[src/rtl/pipe_pkg.sv]
// Shared pipeline types and helpers for the MEM->WB stage register.
package pipe_pkg;

  typedef enum logic [1:0] {
    ST_EMPTY = 2'd0,
    ST_ONE   = 2'd1,
    ST_FULL  = 2'd2
  } state_t;

  localparam logic [31:0] NOP_INSTR = '0;

  function automatic int unsigned pay_width(input int unsigned data_w, input int unsigned a3_w);
    return 5 * data_w + a3_w;
  endfunction

endpackage

[src/rtl/skid_buf2.sv]
// Two-slot valid/ready register with skid entry and synchronous flush.
// in_ready is a pure state decode, so out_ready never reaches it combinationally.
module skid_buf2
  import pipe_pkg::*;
#(
  parameter int unsigned PAY_W = 8
) (
  input  logic             clk,
  input  logic             reset,
  input  logic             flush,
  input  logic             in_valid,
  output logic             in_ready,
  input  logic [PAY_W-1:0] in_data,
  output logic             out_valid,
  input  logic             out_ready,
  output logic [PAY_W-1:0] out_data
);

  state_t           r_state, w_state_nxt;
  logic [PAY_W-1:0] r_main, w_main_nxt;
  logic [PAY_W-1:0] r_skid, w_skid_nxt;
  logic             w_in_fire, w_out_fire;

  assign in_ready   = (r_state != ST_FULL);
  assign out_valid  = (r_state != ST_EMPTY);
  assign out_data   = r_main;
  assign w_in_fire  = in_valid & in_ready;
  assign w_out_fire = out_valid & out_ready;

  always_ff @(posedge clk or posedge reset) begin
    if (reset) begin
      r_state <= ST_EMPTY;
      r_main  <= '0;
      r_skid  <= '0;
    end else begin
      r_state <= w_state_nxt;
      r_main  <= w_main_nxt;
      r_skid  <= w_skid_nxt;
    end
  end

  always_comb begin
    w_state_nxt = r_state;
    w_main_nxt  = r_main;
    w_skid_nxt  = r_skid;
    if (flush) begin
      w_state_nxt = ST_EMPTY;
      w_main_nxt  = '0;
      w_skid_nxt  = '0;
    end else begin
      case (r_state)
        ST_EMPTY: begin
          if (w_in_fire) begin
            w_state_nxt = ST_ONE;
            w_main_nxt  = in_data;
          end
        end
        ST_ONE: begin
          if (w_in_fire && !w_out_fire) begin
            w_state_nxt = ST_FULL;
            w_skid_nxt  = in_data;
          end else if (w_in_fire && w_out_fire) begin
            w_main_nxt  = in_data;
          end else if (w_out_fire) begin
            w_state_nxt = ST_EMPTY;
            w_main_nxt  = '0;
            w_skid_nxt  = '0;
          end
        end
        ST_FULL: begin
          if (w_out_fire) begin
            w_state_nxt = ST_ONE;
            w_main_nxt  = r_skid;
          end
        end
        default: begin
          w_state_nxt = ST_EMPTY;
          w_main_nxt  = '0;
          w_skid_nxt  = '0;
        end
      endcase
    end
  end

endmodule

[src/rtl/wb_stage_reg.sv]
// MEM->WB stage register: packs fields into skid_buf2, masks idle outputs
// to a NOP with no destination, and counts retired entries.
module wb_stage_reg
  import pipe_pkg::*;
#(
  parameter int unsigned DATA_W = 32,
  parameter int unsigned A3_W   = 5,
  parameter int unsigned CNT_W  = 32
) (
  input  logic              clk,
  input  logic              reset,
  input  logic              flush,
  input  logic              in_valid,
  output logic              in_ready,
  input  logic [DATA_W-1:0] in_instr,
  input  logic [DATA_W-1:0] in_pc,
  input  logic [DATA_W-1:0] in_pc8,
  input  logic [DATA_W-1:0] in_d,
  input  logic [DATA_W-1:0] in_c,
  input  logic [A3_W-1:0]   in_a3,
  output logic              out_valid,
  input  logic              out_ready,
  output logic [DATA_W-1:0] out_instr,
  output logic [DATA_W-1:0] out_pc,
  output logic [DATA_W-1:0] out_pc8,
  output logic [DATA_W-1:0] out_d,
  output logic [DATA_W-1:0] out_c,
  output logic [A3_W-1:0]   out_a3,
  output logic [CNT_W-1:0]  retired
);

  localparam int unsigned PAY_W = pay_width(DATA_W, A3_W);

  logic [PAY_W-1:0]  w_in_pay, w_out_pay;
  logic              w_out_valid;
  logic [DATA_W-1:0] w_instr, w_pc, w_pc8, w_d, w_c;
  logic [A3_W-1:0]   w_a3;
  logic [CNT_W-1:0]  r_retired;

  assign w_in_pay = {in_instr, in_pc, in_pc8, in_d, in_c, in_a3};
  assign {w_instr, w_pc, w_pc8, w_d, w_c, w_a3} = w_out_pay;

  skid_buf2 #(.PAY_W(PAY_W)) u_skid (
    .clk       (clk),
    .reset     (reset),
    .flush     (flush),
    .in_valid  (in_valid),
    .in_ready  (in_ready),
    .in_data   (w_in_pay),
    .out_valid (w_out_valid),
    .out_ready (out_ready),
    .out_data  (w_out_pay)
  );

  assign out_valid = w_out_valid;
  assign out_instr = w_out_valid ? w_instr : DATA_W'(NOP_INSTR);
  assign out_pc    = w_out_valid ? w_pc    : '0;
  assign out_pc8   = w_out_valid ? w_pc8   : '0;
  assign out_d     = w_out_valid ? w_d     : '0;
  assign out_c     = w_out_valid ? w_c     : '0;
  assign out_a3    = w_out_valid ? w_a3    : '0;
  assign retired   = r_retired;

  // Counts even in a flush cycle: WB has already sampled the outgoing entry.
  always_ff @(posedge clk or posedge reset) begin
    if (reset) r_retired <= '0;
    else if (w_out_valid && out_ready) r_retired <= r_retired + CNT_W'(1);
  end

endmodule

[config.mk]
export PLATFORM = sky130hd
export DESIGN_NAME = wb_stage_reg
export DESIGN_NICKNAME = d
export VERILOG_FILES = /design/src/rtl/pipe_pkg.sv /design/src/rtl/skid_buf2.sv /design/src/rtl/wb_stage_reg.sv
export SDC_FILE = /design/constraint.sdc
export NUM_CORES = 1
export LEC_CHECK = 0
export CORE_MARGIN = 5
export CORE_UTILIZATION = 65
export DETAILED_ROUTE_END_ITERATION = 10
export DONT_BUFFER_PORTS = 1
export PLACE_DENSITY_LB_ADDON = 0.2
export SYNTH_ARGS = -nofsm -noshare
export SYNTH_HDL_FRONTEND = slang
export SYNTH_SLANG_ARGS = --single-unit
[constraint.sdc]
create_clock -name clk -period 22.2 [get_ports clk]
set_input_delay 2.22 -clock clk [delete_from_list [all_inputs] [get_ports clk]]
set_output_delay 2.22 -clock clk [all_outputs]
set_load 0.02 [all_outputs]
# [After elaboration in Yosys (flattened, before gate mapping)]
# Cells that the tools add are included.
[word_totals] ff_bits=364 input_bits=170 out_inout_bits=199 word_cells=51
[classes] n_addsub=1 eq_ne=10 muxes=24 bitwise=2 reduce_logical=10
[op_table] op="165-bit two-way mux" count=9
[op_table] op="165-bit case mux with 3 select lines" count=1
[op_table] op="165-bit case mux with 2 select lines" count=1
[op_table] op="32-bit two-way mux" count=5
[op_table] op="32-bit by 1-bit adder with 32-bit output, second input constant" count=1
[op_table] op="2-bit two-way mux" count=6
[op_table] op="4-bit by 2-bit inequality test with 1-bit output, second input constant" count=2
[op_table] op="4-bit AND reduction" count=2
[op_table] op="3-bit by 2-bit inequality test with 1-bit output, second input constant" count=2
[op_table] op="2-bit case mux with 3 select lines" count=1
[op_table] op="5-bit two-way mux" count=1
[op_table] op="4-bit by 3-bit inequality test with 1-bit output, second input constant" count=1
[op_table] op="1-bit logical AND" count=3
[op_table] op="3-bit inequality test, second input constant" count=1
[op_table] op="3-bit AND reduction" count=1
[op_table] op="1-bit bitwise AND" count=2
[op_table] op="2-bit by 1-bit == test with 1-bit output, second input constant" count=1
[op_table] op="2-bit == test, second input constant" count=1
[op_table] op="2-bit logical NOT" count=1
[op_table] op="2-bit by 1-bit inequality test with 1-bit output, second input constant" count=1
[op_table] op="2-bit inequality test, second input constant" count=1
[op_table] op="2-bit nonzero test" count=1
[op_table] op="2-bit OR reduction" count=1
[op_table] op="1-bit logical NOT" count=1

# [Logic depth before layout (Yosys ltp)]
# Gate-level depths: netlist of the first run.
[depth] depth_word=7 mapped_depth=7 depth_no_buf=5

# [Hierarchy]
# From an unflattened synthesis of the first run, not the netlist that was laid out.
[unflattened] cells_unflattened=1472 hier_area_um2=18043.6
[modules_own_cells] module="skid_buf2" instances=1 cells_each=1162 area_each_um2=15442.3 seq_area_each_um2=8308.0
[modules_own_cells] module="wb_stage_reg" instances=1 cells_each=310 area_each_um2=2601.2 seq_area_each_um2=800.8

# [Worst setup path after synthesis of the first run]
# OpenSTA, ideal clock, no wires.
[synth_timing] kind="register to output" startpoint="register u_skid.r_state[0]" endpoint="output port out_d[0]" arrival_ps=1361 required_time_ps=19980 setup_slack_ps=18619 path_stages_with_launch=6 path_buffers=3 cell_sequence="dfrtp_1 or2_2 clkbuf_1 clkbuf_1 clkbuf_1 and2_1"
[synth_between] elab_chain_len=2
[synth_rtl] item="start: declaration" line="skid_buf2.sv:19" text="state_t r_state, w_state_nxt;"
[synth_rtl] item="start signal: assignment" line="skid_buf2.sv:36" text="r_state <= w_state_nxt;"
[synth_rtl] item="2-bit nonzero test" line="skid_buf2.sv:25" text="assign out_valid = (r_state != ST_EMPTY);"
[synth_rtl] item="32-bit two-way mux" line="wb_stage_reg.sv:59" text="assign out_d = w_out_valid ? w_d : '0;"
[synth_rtl] item="end: declaration" line="wb_stage_reg.sv:26" text="output logic [DATA_W-1:0] out_d,"
# No other way between the ends.

# [Final worst setup path of the first run]
[layout_timing] startpoint="register u_skid.r_state[0]" endpoint="output port out_pc[18]"
[layout_between] elab_chain_len=2
[layout_rtl] item="2-bit nonzero test" line="skid_buf2.sv:25"
[layout_rtl] item="via out_valid" line="wb_stage_reg.sv:21" text="output logic out_valid,"
[layout_rtl] item="32-bit two-way mux" line="wb_stage_reg.sv:57" text="assign out_pc = w_out_valid ? w_pc : '0;"
[layout_rtl] item="end: declaration" line="wb_stage_reg.sv:24" text="output logic [DATA_W-1:0] out_pc,"
# The timed path passes the listed nets, and every way through them passes these cells.

==> results.cfg, run 1 <==
[cts]
cts.path.max_buffers = 3
cts.hold.buffers_added = 0
cts_htree_levels = 2
clkLatencyLatePin_ps = 510
numCtsBuffers = 37
post_cts.repair.setup_buffers = 0
clk_tree_root_cell = sky130_fd_sc_hd__clkbuf_16
cts.repair.resized = 0
clock_tree_from_tritoncts = done
cts_sinks = 364
cts.reportedPaths.clkPinSlew_ps = 60

[floorplanning]
floorplan.die_area_um2 = 27400
starting_density_of_the_core_pct = 65.2
boundaryPins = 369
row_count = 57
core_area_um2 = 24100
die_width_um = 166
die_height_um = 166

[timing]
unrepaired_setup_endpoints_after_global_routing = no
final_hold_viol_count = 0
worst_pin_slew_ps = 1110
final.min_clock_period_ps = 5170
period_share_pct = 23.3
finalClockSkew_ps = 19.6
post-route-worst-setup-slack_ps = 17030
fin_worst_hold_slack_ps = 478
slew-limit-headroom_pct = 25.9
maxClockFrequency_mhz = 194
totalNegativeSetupSlack_ps = 0
timing_max_transition_violations_final = 0
count_of_final_setup_violators = 0

[pwr]
leakagePower_nw = 7.82
ir_drop_v = 0.0000598
power_density_nw_per_um2 = 87.6
totalPowerFinal_mw = 1.48

[critical_path]
required_ps = 19980
setup.worst_path.class = flip-flop to primary output
critical_path.max_stage_delay_ps = 770
worstPathMaxFanout = 112
worstPathBufferInverterCount = 1
worst_ep_arrival_time_ps = 2950
setup.worst_path.start = u_skid.r_state[0]$_DFFE_PP0P_
cp-end-kind = primary output
critical_path.startpoint_type = flip-flop
crit_path_cell_trace = or2_4, buf_4, and2_1
regToRegStartpoint = u_skid.r_state[1]$_DFFE_PP0P_
cp_top_family = simple AND/OR/NAND/NOR gates
critPathSlowestCell = sky130_fd_sc_hd__buf_4

[yosys]
synthSimpleGateAreaFrac_pct = 9.33
syn-cell-area_um2 = 15700
post_synth_adder_cell_area_pct = 0.0796
synth_top_area_share_pct = 57.9
primary_flip_flop_cell_chosen_by_synthesis_mapping = sky130_fd_sc_hd__dfrtp_1
synth_cells = 1275
synth_enable_flop_cells = 0
post_synth_main_area_contributors = sky130_fd_sc_hd__dfrtp_1, sky130_fd_sc_hd__a22o_1, sky130_fd_sc_hd__o2bb2ai_1
yosysSeqAreaShare_pct = 57.9
synth_nets = 1446
yosys.area_share.xor_xnor_pct = 1.73
post_synth.cell_area_avg_um2 = 12.3
synth.area.mux_share_pct = 0.199
synth.distinct_cells = 44
synth_top_area_cell = sky130_fd_sc_hd__dfrtp_1
postSynthRegisterBits = 364
synth-async-reset-ratio_pct = 100
synthesis_warnings = 0
synth_top_family_by_area = compound AO/OA/AOI/OAI gates
complex_gate_fraction_of_the_synthesized_area_pct = 26.7

[routing]
drc_errors = 0
postRouteWirelength_um = 41800
wl_per_cell_um = 27.0
first_pass_iters = 5
detailedRoute.firstIterationViolations = 1198
detailroute.via_count = 10872
postRouteAntennaNets = 0
vias_per_cell = 7.03

[layout]
n_fill_cell = 1687
fin_nets = 1370
final_cell_mix = sky130_fd_sc_hd__dfrtp_1, sky130_fd_sc_hd__and2_1, sky130_fd_sc_hd__a22o_1, sky130_fd_sc_hd__a22oi_1, sky130_fd_sc_hd__o2bb2ai_1
layout-drive-gt1-share_pct = 7.53
layout_commonest_cell = sky130_fd_sc_hd__dfrtp_1
area.growth.synth_to_final_pct = 7.42

[placed_design]
dpl_worst_slack_ps = 17550
hpwl_um = 25300
gp_congestion = 0.811
port_buffers = 0

[global_route]
globalRouteTotalUtil_pct = 29.5
first_global_vias = 11001
antenna_violations_before_repair = 0
grt_start_max_net_pins = 145
grt_remaining_overflow = 0
grt_first_pass_wirelength_um = 64000

[outcome]
status = finished clean

[worst_hold_path]
min-delay-start = u_skid.out_data[149]$_DFFE_PP0P_
hold_path.class = flip-flop to flip-flop

[job]
timing.max_cap.violations = 0
Yosys cell counts, types with 2 or more instances:
library cell	n
sky130_fd_sc_hd__clkbuf_1	55
sky130_fd_sc_hd__xnor2_1	10
sky130_fd_sc_hd__a22oi_1	165
sky130_fd_sc_hd__nand4_1	2
sky130_fd_sc_hd__nand4_2	3
sky130_fd_sc_hd__and4_2	4
sky130_fd_sc_hd__a21oi_1	3
sky130_fd_sc_hd__xor2_1	21
sky130_fd_sc_hd__nor3_1	10
sky130_fd_sc_hd__buf_4	2
sky130_fd_sc_hd__nand2_1	13
sky130_fd_sc_hd__nor4_2	5
sky130_fd_sc_hd__inv_1	6
sky130_fd_sc_hd__dfrtp_1	364
sky130_fd_sc_hd__a22o_1	165
sky130_fd_sc_hd__and2_1	166
sky130_fd_sc_hd__clkbuf_8	3
sky130_fd_sc_hd__buf_2	56
sky130_fd_sc_hd__nand3_1	7
sky130_fd_sc_hd__nand3b_1	2
sky130_fd_sc_hd__nor2_1	10
sky130_fd_sc_hd__mux2i_1	2
sky130_fd_sc_hd__o2bb2ai_1	165
sky130_fd_sc_hd__buf_1	16
layout make-up:
| type | count | area, um^2 | share of cell area [%] |
|---|---|---|---|
| sequential | 364 | 9110 | 53.9 |
| multi-input combinational | 772 | 6030 | 35.7 |
| clock buffer | 57 | 1100 | 6.53 |
| tap | 324 | 405 | 2.40 |
| timing repair buffer | 18 | 135 | 0.800 |
| clock inverter | 4 | 73.8 | 0.437 |
| inverter | 6 | 30.0 | 0.178 |
| antenna | 1 | 2.50 | 0.0148 |
cell families (layout without fill, tap and decap cells):
logic type | after synthesis | after routing
other | 0 | 1
multiplexers | 3 | 3
AO/OA/AOI/OAI | 504 | 504
adder cells (fa/ha/maj) | 1 | 1
flip-flops | 364 | 364
buffers and inverters | 139 | 85
AND/OR/NAND/NOR | 233 | 233
XOR/XNOR | 31 | 31
layer usage:
layer  wire, um  global-route usage (%)
met5          0                       0
met4       1610                    11.0
met2      19100                    43.4
met1      16800                    41.0
met3       4270                    10.1
report_power, final:
| part | leakage, nW | internal [mW] | total (mW) | switching [mW] |
|---|---|---|---|---|
| combinational | 2.28 | 0.0405 | 0.137 | 0.0960 |
| clock | 0.575 | 0.364 | 0.610 | 0.246 |
| sequential | 4.96 | 0.697 | 0.733 | 0.0356 |
worst reg2reg max path: cells and delay by family (launching register included):
family,cells,cell delay (ps)
buf+inv,2,1530
compound gates,2,490
simple gates,1,960
flops,1,580
worst paths after layout:
| kind | to | slack (ps) | cells after the start |
|---|---|---|---|
| hold reg to reg | u_skid.out_data[149]$_DFFE_PP0P_ | 480 | 1 |
| setup / recovery | out_pc[18] | 17030 | 3 |
| max in group asynchronous | u_skid.r_skid[101]$_DFFE_PP0P_ | 18710 | 2 |
| setup reg to reg | u_skid.out_data[68]$_DFFE_PP0P_ | 18570 | 5 |
| hold / removal | u_skid.out_data[149]$_DFFE_PP0P_ | 480 | 1 |
| min in group asynchronous | u_skid.out_data[61]$_DFFE_PP0P_ | 1790 | 1 |
through the flow:
stage,area [um^2],util [%],cells
6_report,16900,70.1,1546
5_1_grt,16900,70.1,1545
4_1_cts,16900,70.1,1545
3_5_place_dp,15700,65.2,1484
3_3_place_gp,15700,65.2,1484
2_1_floorplan,15700,-,1275
state kept, by name (all words and copies together), names as in the netlist:
signal and cells:
u_skid.r_skid 165, u_skid.r_state 2, retired 32, u_skid.out_data 165
Note: power is estimated with default switching activity, not from simulation.
==> inputs of run 2 (changes only) <==
--- a/config.mk
+++ b/config.mk
@@ -6,7 +6,7 @@
 export NUM_CORES = 1
 export LEC_CHECK = 0
 export CORE_MARGIN = 5
-export CORE_UTILIZATION = 65
+export CORE_UTILIZATION = 63
 export DETAILED_ROUTE_END_ITERATION = 10
 export DONT_BUFFER_PORTS = 1
 export PLACE_DENSITY_LB_ADDON = 0.2
==> constraint.sdc (replaced) <==
create_clock -name clk -period 5.03 [get_ports clk]
set_input_delay 0.503 -clock clk [delete_from_list [all_inputs] [get_ports clk]]
set_output_delay 0.503 -clock clk [all_outputs]
set_load 0.02 [all_outputs]
==> run 2 against run 1 <==
- worst hold slack worse by 430 ps
- setup slack worse by 15000 ps
- sequential share of layout area down 0.19 points
- global-route usage down 1.3 points
- combinational power rose to 4.4 times the previous value
- critical path type unchanged
- critical path depth unchanged
- highest routed layer unchanged
==> results.cfg, run 2 (synthesis gave the netlist of run 1 again) <==
[layout]
fin_nets = 1370
layout-drive-gt1-share_pct = 7.68
final_cell_mix = sky130_fd_sc_hd__dfrtp_1, sky130_fd_sc_hd__and2_1, sky130_fd_sc_hd__a22o_1, sky130_fd_sc_hd__a22oi_1, sky130_fd_sc_hd__o2bb2ai_1
n_antenna_cell = 0
layout_commonest_cell = sky130_fd_sc_hd__dfrtp_1
area.growth.synth_to_final_pct = 7.81

[timing]
unrepaired_setup_endpoints_after_global_routing = no
slew-limit-headroom_pct = 28.2
maxClockFrequency_mhz = 315
count_of_final_setup_violators = 0
worst_pin_slew_ps = 1070
final_hold_viol_count = 0
final.min_clock_period_ps = 3180
finalClockSkew_ps = 11.9
timing_max_transition_violations_final = 0
fin_worst_hold_slack_ps = 50.4
period_share_pct = 63.1

[cts]
cts.path.max_buffers = 3
clk_tree_root_cell = sky130_fd_sc_hd__clkbuf_16
clock_tree_from_tritoncts = done
numCtsBuffers = 38
cts.reportedPaths.clkPinSlew_ps = 60
post_cts.repair.setup_buffers = 0
cts.hold.buffers_added = 0
cts.repair.resized = 0
cts_htree_levels = 2
cts_sinks = 364
clkLatencyLatePin_ps = 510

[floorplanning]
starting_density_of_the_core_pct = 64.3
die_width_um = 168
row_count = 57
die_height_um = 168
floorplan.die_area_um2 = 28200
core_area_um2 = 24500
boundaryPins = 369

[critical_path]
setup.worst_path.class = flip-flop to primary output
critical_path.startpoint_type = flip-flop
worstPathMaxFanout = 66
required_ps = 4530
cp-end-kind = primary output
worst_ep_arrival_time_ps = 2670

[job]
timing.max_cap.violations = 0

[routing]
postRouteWirelength_um = 41200
vias_per_cell = 7.06
wirelength_met1_um = 16600
detailroute.via_count = 10925
detailedRoute.firstIterationViolations = 1248
postRouteAntennaNets = 0
drc_errors = 0
met2_wl_um = 18900
top_signal_layer_used = met4
first_pass_iters = 6
wl_per_cell_um = 26.6
route.met3.wl_um = 4190

[global_route]
grt_start_max_net_pins = 161
grt_remaining_overflow = 0
grt_first_pass_wirelength_um = 64900
first_global_vias = 11018
antenna_violations_before_repair = 0
globalRouteTotalUtil_pct = 28.2

[worst_hold_path]
hold_path.class = input port to flip-flop

[placed_design]
gp_congestion = 0.829
hpwl_um = 24900
port_buffers = 0

[pwr]
totalPowerFinal_mw = 6.54
power_density_nw_per_um2 = 386
ir_drop_v = 0.000293
leakagePower_nw = 7.84

[outcome]
status = finished clean
==> run 2: through the flow <==
stage                     cells  worst slack, ps  instance area [um^2]  util [%]  setup TNS, ps
after global placement     1483             2490                 15800      64.4              0
after global routing       1548             1630                 17000      69.3              0
after CTS                  1548             1860                 17000      69.3              0
after floorplan            1275             -355                 15700         -        -129300
after detailed placement   1483             2410                 15800      64.4              0
final                      1548             1850                 17000      69.3              0
==> run 2: critical path: stages (launching register included) <==
cell and delay (ps):
sky130_fd_sc_hd__dfrtp_1 680, sky130_fd_sc_hd__or2_4 590, sky130_fd_sc_hd__buf_4 490, sky130_fd_sc_hd__and2_1 330
==> run 2: final cells by class <==
| class | count | area (um^2) |
|---|---|---|
| clock inverters | 3 | 17.5 |
| clock buffers | 62 | 1180 |
| multi-input cells | 772 | 6030 |
| fillers | 1723 | 7510 |
| inverters | 6 | 26.3 |
| well taps | 324 | 405 |
| flip-flops and latches | 364 | 9110 |
| repair buffers | 17 | 178 |
==> run 2: report_power, final <==
part,switching [mW],leakage (nW),internal (mW)
clock,1.09,0.586,1.60
combinational,0.421,2.29,0.185
sequential,0.161,4.96,3.08
total,1.67,7.84,4.86
==> run 2: routing by layer <==
metal / track usage [%] / vias to the layer above
li1: - / 4685
met1: 39.9 / 5622
met2: 41.3 / 539
met3: 9.28 / 79
met4: 10.1 / 0
met5: 0 / -
==> run 2: worst paths after layout <==
kind	from	to	slack, ps	cells after the start
max	u_skid.r_state[0]$_DFFE_PP0P_	out_c[6]	1850	3
min	flush	u_skid.r_state[0]$_DFFE_PP0P_	50	1
max reg2reg	u_skid.r_state[1]$_DFFE_PP0P_	u_skid.out_data[1]$_DFFE_PP0P_	2370	5
min reg2reg	u_skid.out_data[143]$_DFFE_PP0P_	u_skid.out_data[143]$_DFFE_PP0P_	480	1
max in group asynchronous	reset	u_skid.r_skid[61]$_DFFE_PP0P_	4170	2
min in group asynchronous	reset	u_skid.out_data[130]$_DFFE_PP0P_	80	2
